**src/rtl/fetch_unit.sv**
```systemverilog
// fetch_unit
//   Instruction-fetch stage in front of a combinational instruction memory.
//   Holds the PC, presents it as the memory word address, captures the read
//   word into a one-entry IF/ID register and offers it to decode.
//
// Handshake: a staged word is transferred on any rising edge where
//   if_valid & if_ready. While if_valid=1 and if_ready=0, if_inst, if_pc and
//   if_valid hold stable. A redirect is the only event that may drop a staged
//   word before it is accepted.
//
// Ports
//   clk, rst_n        clock (rising edge), asynchronous active-low reset
//   imem_addr         word address to instruction memory (the pc register)
//   imem_data         combinational read data for imem_addr
//   stall             suppress capture this cycle
//   halt              move RUN -> HALTED at the next edge
//   redirect_valid    load pc from redirect_addr and flush the staged word
//   redirect_addr     redirect target
//   if_valid/if_inst/if_pc   staged word towards decode
//   if_ready          decode accepts the staged word
//   halted            1 while in HALTED
//   fetch_count       words captured since reset, saturating
module fetch_unit #(
   parameter int ADDR_W   = 6,
   parameter int DATA_W   = 32,
   parameter int RESET_PC = 0,
   parameter int CNT_W    = 16
) (
   input  logic              clk,
   input  logic              rst_n,
   output logic [ADDR_W-1:0] imem_addr,
   input  logic [DATA_W-1:0] imem_data,
   input  logic              stall,
   input  logic              halt,
   input  logic              redirect_valid,
   input  logic [ADDR_W-1:0] redirect_addr,
   output logic              if_valid,
   output logic [DATA_W-1:0] if_inst,
   output logic [ADDR_W-1:0] if_pc,
   input  logic              if_ready,
   output logic              halted,
   output logic [CNT_W-1:0]  fetch_count
);

   typedef enum logic [1:0] {
      ST_BOOT   = 2'd0,
      ST_RUN    = 2'd1,
      ST_HALTED = 2'd2
   } state_t;

   state_t            state;
   logic [ADDR_W-1:0] pc;
   logic              free;
   logic              capture;

   assign imem_addr = pc;
   assign halted    = (state == ST_HALTED);

   // The IF/ID slot can take a new word when empty or when its current
   // occupant leaves this same edge.
   assign free    = !if_valid || if_ready;
   assign capture = (state == ST_RUN) && !halt && !stall && !redirect_valid && free;

   always_ff @(posedge clk or negedge rst_n) begin
      if (!rst_n) begin
         state       <= ST_BOOT;
         pc          <= ADDR_W'(RESET_PC);
         if_valid    <= 1'b0;
         if_inst     <= '0;
         if_pc       <= '0;
         fetch_count <= '0;
      end else begin
         // State and pc: redirect wins over everything, in every state.
         if (redirect_valid) begin
            pc    <= redirect_addr;
            state <= ST_RUN;
         end else begin
            case (state)
               ST_BOOT:   state <= ST_RUN;
               ST_RUN:    if (halt) state <= ST_HALTED;
               ST_HALTED: state <= ST_HALTED;
               default:   state <= ST_BOOT;
            endcase
            if (capture) pc <= pc + ADDR_W'(1);
         end

         // IF/ID register.
         if (redirect_valid) begin
            if_valid <= 1'b0;
         end else if (capture) begin
            if_valid <= 1'b1;
            if_inst  <= imem_data;
            if_pc    <= pc;
            if (fetch_count != {CNT_W{1'b1}})
               fetch_count <= fetch_count + CNT_W'(1);
         end else if (if_ready) begin
            if_valid <= 1'b0;
         end
      end
   end

endmodule
```
**config.mk**
```make
export PLATFORM = sky130hd
export DESIGN_NAME = fetch_unit
export DESIGN_NICKNAME = d
export VERILOG_FILES = /design/src/rtl/fetch_unit.sv
export SDC_FILE = /design/constraint.sdc
export NUM_CORES = 1
export LEC_CHECK = 0
export CORE_ASPECT_RATIO = 2
export CORE_MARGIN = 2
export CORE_UTILIZATION = 44
export DETAILED_ROUTE_END_ITERATION = 8
export PLACE_DENSITY_LB_ADDON = 0.15
export SLEW_MARGIN = 5
export SYNTH_ARGS = -nofsm -noshare
export SYNTH_HDL_FRONTEND = slang
export SYNTH_SLANG_ARGS = --single-unit
```
**constraint.sdc**
```tcl
create_clock -name clk -period 2.7 [get_ports clk]
set_input_delay 0.675 -clock clk [delete_from_list [all_inputs] [get_ports clk]]
set_output_delay 0.675 -clock clk [all_outputs]
set_load 0.05 [all_outputs]
```
### Word level (Yosys, flattened, before mapping)

Cells that the tools add are included.
W data, S select, Z words.

| cells by class | value |
|---|---|
| add/subtract/negate cells | 2 |
| multiply operators | 0 |
| divide/modulo/power cells | 0 |
| $lt $le $gt $ge | 0 |
| eq/ne operators | 4 |
| shift operators | 0 |
| mux-type cells | 8 |
| bitwise logic cells | 1 |
| reduce and logical (&&, ||, !) cells | 14 |

Operators with widths:

| cell | count |
|---|---|
| $add A16 B1 Y16 const B | 1 |
| $ne A16 B16 Y1 const B | 1 |
| $mux W6 | 2 |
| $add A6 B1 Y6 const B | 1 |
| $pmux W2 S3 | 1 |
| $logic_and A1 B1 Y1 | 4 |
| $logic_not A1 Y1 | 4 |
| $mux W2 | 2 |
| $mux W1 | 3 |
| $ne A3 B3 Y1 const B | 1 |
| $reduce_and A3 Y1 | 1 |
| $reduce_bool A3 Y1 | 1 |
| $eq A2 B1 Y1 const B | 1 |
| $eq A2 B2 Y1 const B | 1 |
| $logic_not A2 Y1 | 1 |
| $reduce_and A2 Y1 | 1 |
| $reduce_bool A2 Y1 | 1 |
| $logic_or A1 B1 Y1 | 1 |
| $not A1 Y1 | 1 |

| storage, ports and cells | value |
|---|---|
| register bits | 63 |
| latch bits | 0 |
| bits in writable memories | 0 |
| bits in read-only memories | 0 |
| output and inout port bits | 62 |
| memories kept | 0 |

### Logic depth before layout (Yosys ltp)

Gate-level depths: netlist of the first run.

| depth | value |
|---|---|
| depth after elaboration | 7 |
| gate-level depth with buffers | 8 |
| mapped depth without buffers | 6 |

### Worst setup path after synthesis of the first run

No wires, ideal clock.

| timing path | value |
|---|---|
| path kind | in2reg |
| start point | input port redirect_valid |
| end point | register fetch_count[15] |
| setup time | 0.125 ns |
| arrival time | 2.248 ns |
| data required time | 2.575 ns |
| path slack | 0.327 ns |
| stages on the path | 4 |
| path buffers | 0 |
| path through | or4b_4 -> or4_4 -> nor3_2 -> mux2_2 |

| on the way | value |
|---|---|
| word-level cells in the longest chain between the ends | 4 |
| elaborated cells on any way between the ends | 5 |

Ends and longest elaborated chain:

| element | RTL line | source |
|---|---|---|
| start: declaration | 35 | `input logic redirect_valid,` |
| $logic_not A1 Y1 | 62 | `assign capture = (state == ST_RUN) && !halt && !stall && !redirect_valid && free;` |
| $logic_and A1 B1 Y1 (2 in a row) | 62 |  |
| $reduce_and A3 Y1 (no line) * | -- |  |
| end signal: assignment | 95 | `fetch_count <= fetch_count + CNT_W'(1);` |
| end: declaration | 42 | `output logic [CNT_W-1:0] fetch_count` |

Mark *: on every way between the ends. The rest lies on a longest branch, timed or not.
A chain may end at the register's enable or synchronous reset.

### Final worst setup path of the first run

Same ends and word-level chain as after synthesis.

==> results.ini, run 1 <==
[clock_tree]
clkLatencyLatePin_ps=320
cts_root_buf=clkbuf_16
clk_path_buf_depth=2
cts_buffers=9
tritoncts=built
cts_resized=0
post_cts_buffers=0
cts.sinks=63
ctsHoldBuffers=0
clk_pin_slew_ps=50
cts-htree-levels=3

[synth]
synth_cells=286
seq_area_frac_synth=0.573
synth-seq-cells=63
syn_area_per_cell_um2=9.62
netlist_area_um2=2750
ys_types=36
synth_nets=335
yosysWarningCount=0

[worst_setup_path]
cp-start-kind=input port
reg2reg_to=fetch_count[15]$_DFFE_PN0P_
worstSetupEndpointType=flop
reg2regPathDepth=6
required_ps=2900
arrival_ps=2690
critPathKind=in -> reg
timing.critical_path.to=fetch_count[15]$_DFFE_PN0P_
worstReg2RegStart=state[1]$_DFFE_PN0P_
crit_path_max_fanout=2
rrSetupSlack_ps=390
worstSetupStartpoint=redirect_valid

[route]
dr.pass1.iters=4
num_vias=2446
wirelength_um=7110
drt_iter0_markers=87
via_per_inst=5.14
ant_nets=0
drc=0
wl_per_cell_um=14.9

[sta]
worst_slack_ps=209
finalSetupViolCount=0
fin_crit_sh=0.923
clock_skew_ps=3.47
fin_hold_ws_ps=354
timing.fmax_ghz=0.401
slew_violations=0
period_minus_slack_ps=2490
rsz0062_at_grt=false
max_slew_margin=0.599
worstMarginPinSlew_ps=602
hold_violations=0

[floorplan]
io_pins=106
die-width_um=59.9
dieHeight_um=116
start_util=0.458
core_um2=6010
rows=40
dieArea_um2=6940

[layout]
drive_above_1_share=0.104
antennaDiodeCount=0
syn_to_final_growth_pct=56.8
fin_cells=476
nets=457

[pwr]
power.leakage_uw=0.00201
ir_drop_v=0.000889
p_per_area_nw_per_um2=1170
power.total_uw=5050

[placement]
dp_hpwl_um=5140
dp.cells=460
pre_cts_ws_ps=-127
gp_congestion=0.864
io_buffers=105

[global_routing]
grt_overflow_total=0
grt_pass1_wl_um=11400
grt_pass1_vias=2493
grt_max_degree=44
antenna_found_initial=0
grt.total_usage=0.220

[status]
run_status=complete, no violations

[worst_hold_path]
hp-class=in -> async

[run]
maxCapViolations=0

cell families (layout without fill, tap and decap cells):
group / after synthesis / after routing / synth area share
buffers and inverters: 15 / 142 / 0.0214
and+or+nand+nor: 163 / 163 / 0.258
DFF: 63 / 63 / 0.573
muxes: 9 / 9 / 0.0346
xor gates and xnor gates: 12 / 12 / 0.0382
AOI/OAI and AO/OA: 19 / 19 / 0.0523
adders and majority gates: 5 / 5 / 0.0227
worst min path at each step:
stage                                  startpoint  slack, ps                    endpoint  cells after the start
after floorplan                             rst_n        380  fetch_count[0]$_DFFE_PN0P_                      0
after global placement     if_inst[3]$_DFFE_PN0P_        460      if_inst[3]$_DFFE_PN0P_                      2
after detailed placement  if_inst[18]$_DFFE_PN0P_        460     if_inst[18]$_DFFE_PN0P_                      2
after CTS                                   rst_n        370     if_inst[17]$_DFFE_PN0P_                      1
after global routing                        rst_n        400     if_inst[17]$_DFFE_PN0P_                      1
final                                       rst_n        350     if_inst[17]$_DFFE_PN0P_                      1
per-layer routing:
metal | track usage | vias up | part of all wire
met5 | 0 | - | 0
met4 | 0.105 | 0 | 0.019
met3 | 0.0603 | 11 | 0.058
met2 | 0.383 | 85 | 0.54
met1 | 0.237 | 1160 | 0.38
li1 | - | 1190 | -
final cells by class:
class | instances | area (um2)
Sequential cell | 63 | 1580
Clock inverter | 3 | 65.1
Timing Repair Buffer | 121 | 1190
Tap cell | 63 | 78.8
Inverter | 5 | 18.8
Clock buffer | 13 | 260
Fill cell | 453 | 1690
Multi-Input combinational cell | 208 | 1120
sequential cells by signal (all words and copies together) (netlist names):
| register | flops |
|---|---|
| fetch_count | 16 |
| if_inst | 32 |
| if_pc | 6 |
| if_valid | 1 |
| imem_addr | 6 |
| state | 2 |
power breakdown:
group,internal [uW],leakage (uW),switching (uW)
sequential,1270,0.000801,200
clock,857,0.000160,388
combinational,777,0.00105,1560
cells in the mapped netlist:
library cell	number	area [um2]
and2_1	1	6.26
nor3b_2	1	12.5
xor2_1	3	26.3
dfrtp_1	63	1580
or4b_4	1	13.8
nor2_1	4	15.0
xnor2_1	9	78.8
a221o_1	1	10.0
nor4_1	2	12.5
mux2_2	4	45.0
o311ai_0	4	35.0
nor3b_1	1	7.51
nor2b_1	2	12.5
nand2_1	128	480
mux2i_1	5	50.1
a211oi_2	1	12.5
buf_2	2	10.0
and4_1	1	8.76
nand3_1	6	30.0
nor3_1	1	5.00
or2_2	1	6.26
or4_4	1	11.3
clkbuf_1	5	18.8
o21ai_0	5	25.0
nor4b_1	1	8.76
inv_1	5	18.8
buf_1	3	11.3
nor3_2	1	10.0
o2111ai_1	2	17.5
a21oi_1	1	5.00
a31o_2	1	8.76
o211ai_1	4	30.0
ha_1	5	62.6
nand2b_1	2	12.5
and3_1	4	25.0
nand4_1	5	31.3
placed cells by master, fill, tap and decap left out, types with 2 or more instances in the layout:
cell             instances
mux2i_1                  5
nor2_1                   3
clkbuf_8                 2
xor2_1                   3
nor4_1                   2
nand3_1                  6
mux2_2                   4
inv_1                    5
buf_12                   2
buf_4                   14
clkbuf_1                 2
dfrtp_1                 63
nand2b_1                 2
o2111ai_1                2
nand4_1                  5
ha_1                     5
nor2b_1                  2
o211ai_1                 4
o311ai_0                 4
o21ai_0                  5
nand2_1                128
xnor2_1                  9
clkbuf_16                9
clkdlybuf4s50_1        104
bufinv_16                2
and3_1                   4
critical path, stage by stage:
cell	delay [ps]
clkdlybuf4s50_1	420
or4b_4	550
or4_4	530
nor3_2	160
mux2_2	350
stage by stage:
step | TNS [ps] | cell area [um2] | utilization
2_1_floorplan | 0 | 2750 | -
3_3_place_gp | -189 | 3990 | 0.664
3_5_place_dp | -305 | 3990 | 0.664
4_1_cts | 0 | 4310 | 0.718
5_1_grt | 0 | 4310 | 0.718
6_report | 0 | 4310 | 0.718
(Power assumes the default switching activity.)
==> inputs of run 2 (changes only) <==
--- a/config.mk
+++ b/config.mk
@@ -7,7 +7,8 @@
 export LEC_CHECK = 0
 export CORE_ASPECT_RATIO = 2
 export CORE_MARGIN = 2
-export CORE_UTILIZATION = 44
+export CORE_UTILIZATION = 39
+export CTS_CLUSTER_SIZE = 16
 export DETAILED_ROUTE_END_ITERATION = 8
 export PLACE_DENSITY_LB_ADDON = 0.15
 export SLEW_MARGIN = 5
==> constraint.sdc (replaced) <==
create_clock -name clk -period 2.1 [get_ports clk]
set_input_delay 0.525 -clock clk [delete_from_list [all_inputs] [get_ports clk]]
set_output_delay 0.525 -clock clk [all_outputs]
set_load 0.05 [all_outputs]
==> run 2 against run 1 <==
The flow now finishes with violations (setup timing). Flip-flop and latch count stayed put. Routed wire length is 0.84% higher. Clock-buffer cell count stayed put. Utilization is 8.2 points lower. Cell count is 7.1% higher. Sequential share of layout area is 0.46 points lower. Die area is 12% higher. Power is 26% higher. Critical endpoint unchanged. Largest cell class unchanged. Largest power group unchanged.
==> results.ini, run 2 (synthesized netlist as in run 1, its figures left out) <==
[layout]
reg_top3=if_inst: 32 flops, fetch_count: 16 flops
largest_register_ffs=32
seq_area_um2=1580
multi_input_comb_area_um2=1170
drive_above_1_share=0.193
layout.cells.most_common=nand2_1
fill_cells=647
nets=466
antennaDiodeCount=0
final_cell_mix=128 x nand2_1, 77 x clkdlybuf4s50_1, 60 x dfrtp_1
design_area_um2=4380
syn_to_final_growth_pct=59.2
regMostFlops=if_inst

[sta]
clock_skew_ps=5.48
worstMarginPinSlew_ps=525
worst_slack_ps=-23.5
tns_ps=-30.4
finalSetupViolCount=2
fin_crit_sh=1.01
hold_violations=0
rsz0062_at_grt=true
max_slew_margin=0.649
slew_violations=0
period_minus_slack_ps=2120
timing.fmax_ghz=0.471

[placement]
gp_congestion=0.789
placed_area_um2=4030
io_buffers=105
dp_hpwl_um=5320

[route]
drc=0
drt_iter0_markers=113
num_vias=2465
dr.pass1.iters=4
wl_per_cell_um=14.1
wirelength_um=7170
ant_nets=0
via_per_inst=4.83

[worst_setup_path]
critPathSlowestCell=or4b_4
critPathKind=reg -> reg
path_cells=inv_2 > ha_4 > or4b_4 > or4_4 > nor3_4 > mux2_4
crit_family=simple AND/OR/NAND/NOR gates
arrival_ps=2330
cp-start-kind=flop
worstSetupEndpointType=flop
rrSetupSlack_ps=-20
crit_path_max_fanout=3
cp_num_buf_inv=1
required_ps=2300
slowest_delay_ps=470

[clock_tree]
cts-htree-levels=3
clk_pin_slew_ps=50
tritoncts=built
cts.sinks=63
clk_path_buf_depth=2
clkLatencyLatePin_ps=320
cts_buffers=9
cts_root_buf=clkbuf_16

[floorplan]
dieHeight_um=123
dieArea_um2=7780
core_um2=6890
die-width_um=63.4
io_pins=106
start_util=0.400
rows=43

[status]
run_status=finished with violations
failed_checks=setup timing

[global_routing]
grt_pass1_vias=2549
grt_pass1_wl_um=11800
grt_overflow_total=0
grt_max_degree=64
grt.total_usage=0.200
antenna_found_initial=0

[worst_hold_path]
hp-class=in -> async

[pwr]
p_seq_frac=0.299
power.leakage_uw=0.00208
pwr-share-clk=0.227
ir_drop_v=0.000778
share_comb_of_total_power=0.474
switching_power_uw=2750
sw_frac_of_total=0.431
intPower_uw=3620
p_per_area_nw_per_um2=1450

[run]
maxCapViolations=0

[run 2: worst reg2reg max path, delay by kind of cell, from the launching register on]
family	cells	cell delay [ps]
adder cells (fa/ha/maj)	1	140
buffers and inverters	1	80
flip-flops	1	380
multiplexers	1	310
AND/OR/NAND/NOR	3	1090
[run 2: worst paths after layout]
kind | from | end | cells after the start
min | rst_n | state[1]$_DFFE_PN0P_ | 2
max reg2reg | state[1]$_DFFE_PN0P_ | fetch_count[15]$_DFFE_PN0P_ | 6
max in group asynchronous | rst_n | fetch_count[4]$_DFFE_PN0P_ | 2
max | state[1]$_DFFE_PN0P_ | fetch_count[15]$_DFFE_PN0P_ | 6
min reg2reg | if_inst[29]$_DFFE_PN0P_ | if_inst[29]$_DFFE_PN0P_ | 2
min in group clk | if_inst[29]$_DFFE_PN0P_ | if_inst[29]$_DFFE_PN0P_ | 2
[run 2: layout make-up]
class,instances,area share
Clock buffer,13,0.0594
Tap cell,90,0.0257
Multi-Input combinational cell,208,0.268
Clock inverter,1,0.00686
Timing Repair Buffer,130,0.275
Sequential cell,63,0.361
Inverter,5,0.00429
[run 2: metal layers]
metal	track usage	routed length, um
met5	0	0
met4	0.118	216
met1	0.202	2590
met2	0.361	3980
met3	0.0522	382
[run 2: through the flow]
stage          total power [uW]  hold slack [ps]   util  instances  setup slack, ps
2_1_floorplan              3800              229      -        286            -90.2
3_3_place_gp               4890              457  0.586        496             -539
3_5_place_dp               4950              461  0.586        496             -540
4_1_cts                    6450              223  0.633        510            -15.4
5_1_grt                    6680              232  0.636        510            -84.2
6_report                   6370              196  0.636        510            -23.5
[run 2: what timing repair did]
item / CTS / global route
setup endpoints to repair: 38 / 19
hold buffers: 0 / 0
gates resized for setup: 11 / 3
pin swaps: 7 / 1
buffers inserted: 0 / 0
[run 2: power groups by stage]
stage	Sequential, uW	Clock, uW	Combinational, uW
floorplan	3350	0	454
global placement	1900	0	2990
detailed placement	1920	0	3030
CTS	1910	1490	3050
global route	1960	1540	3180
finish	1900	1450	3020
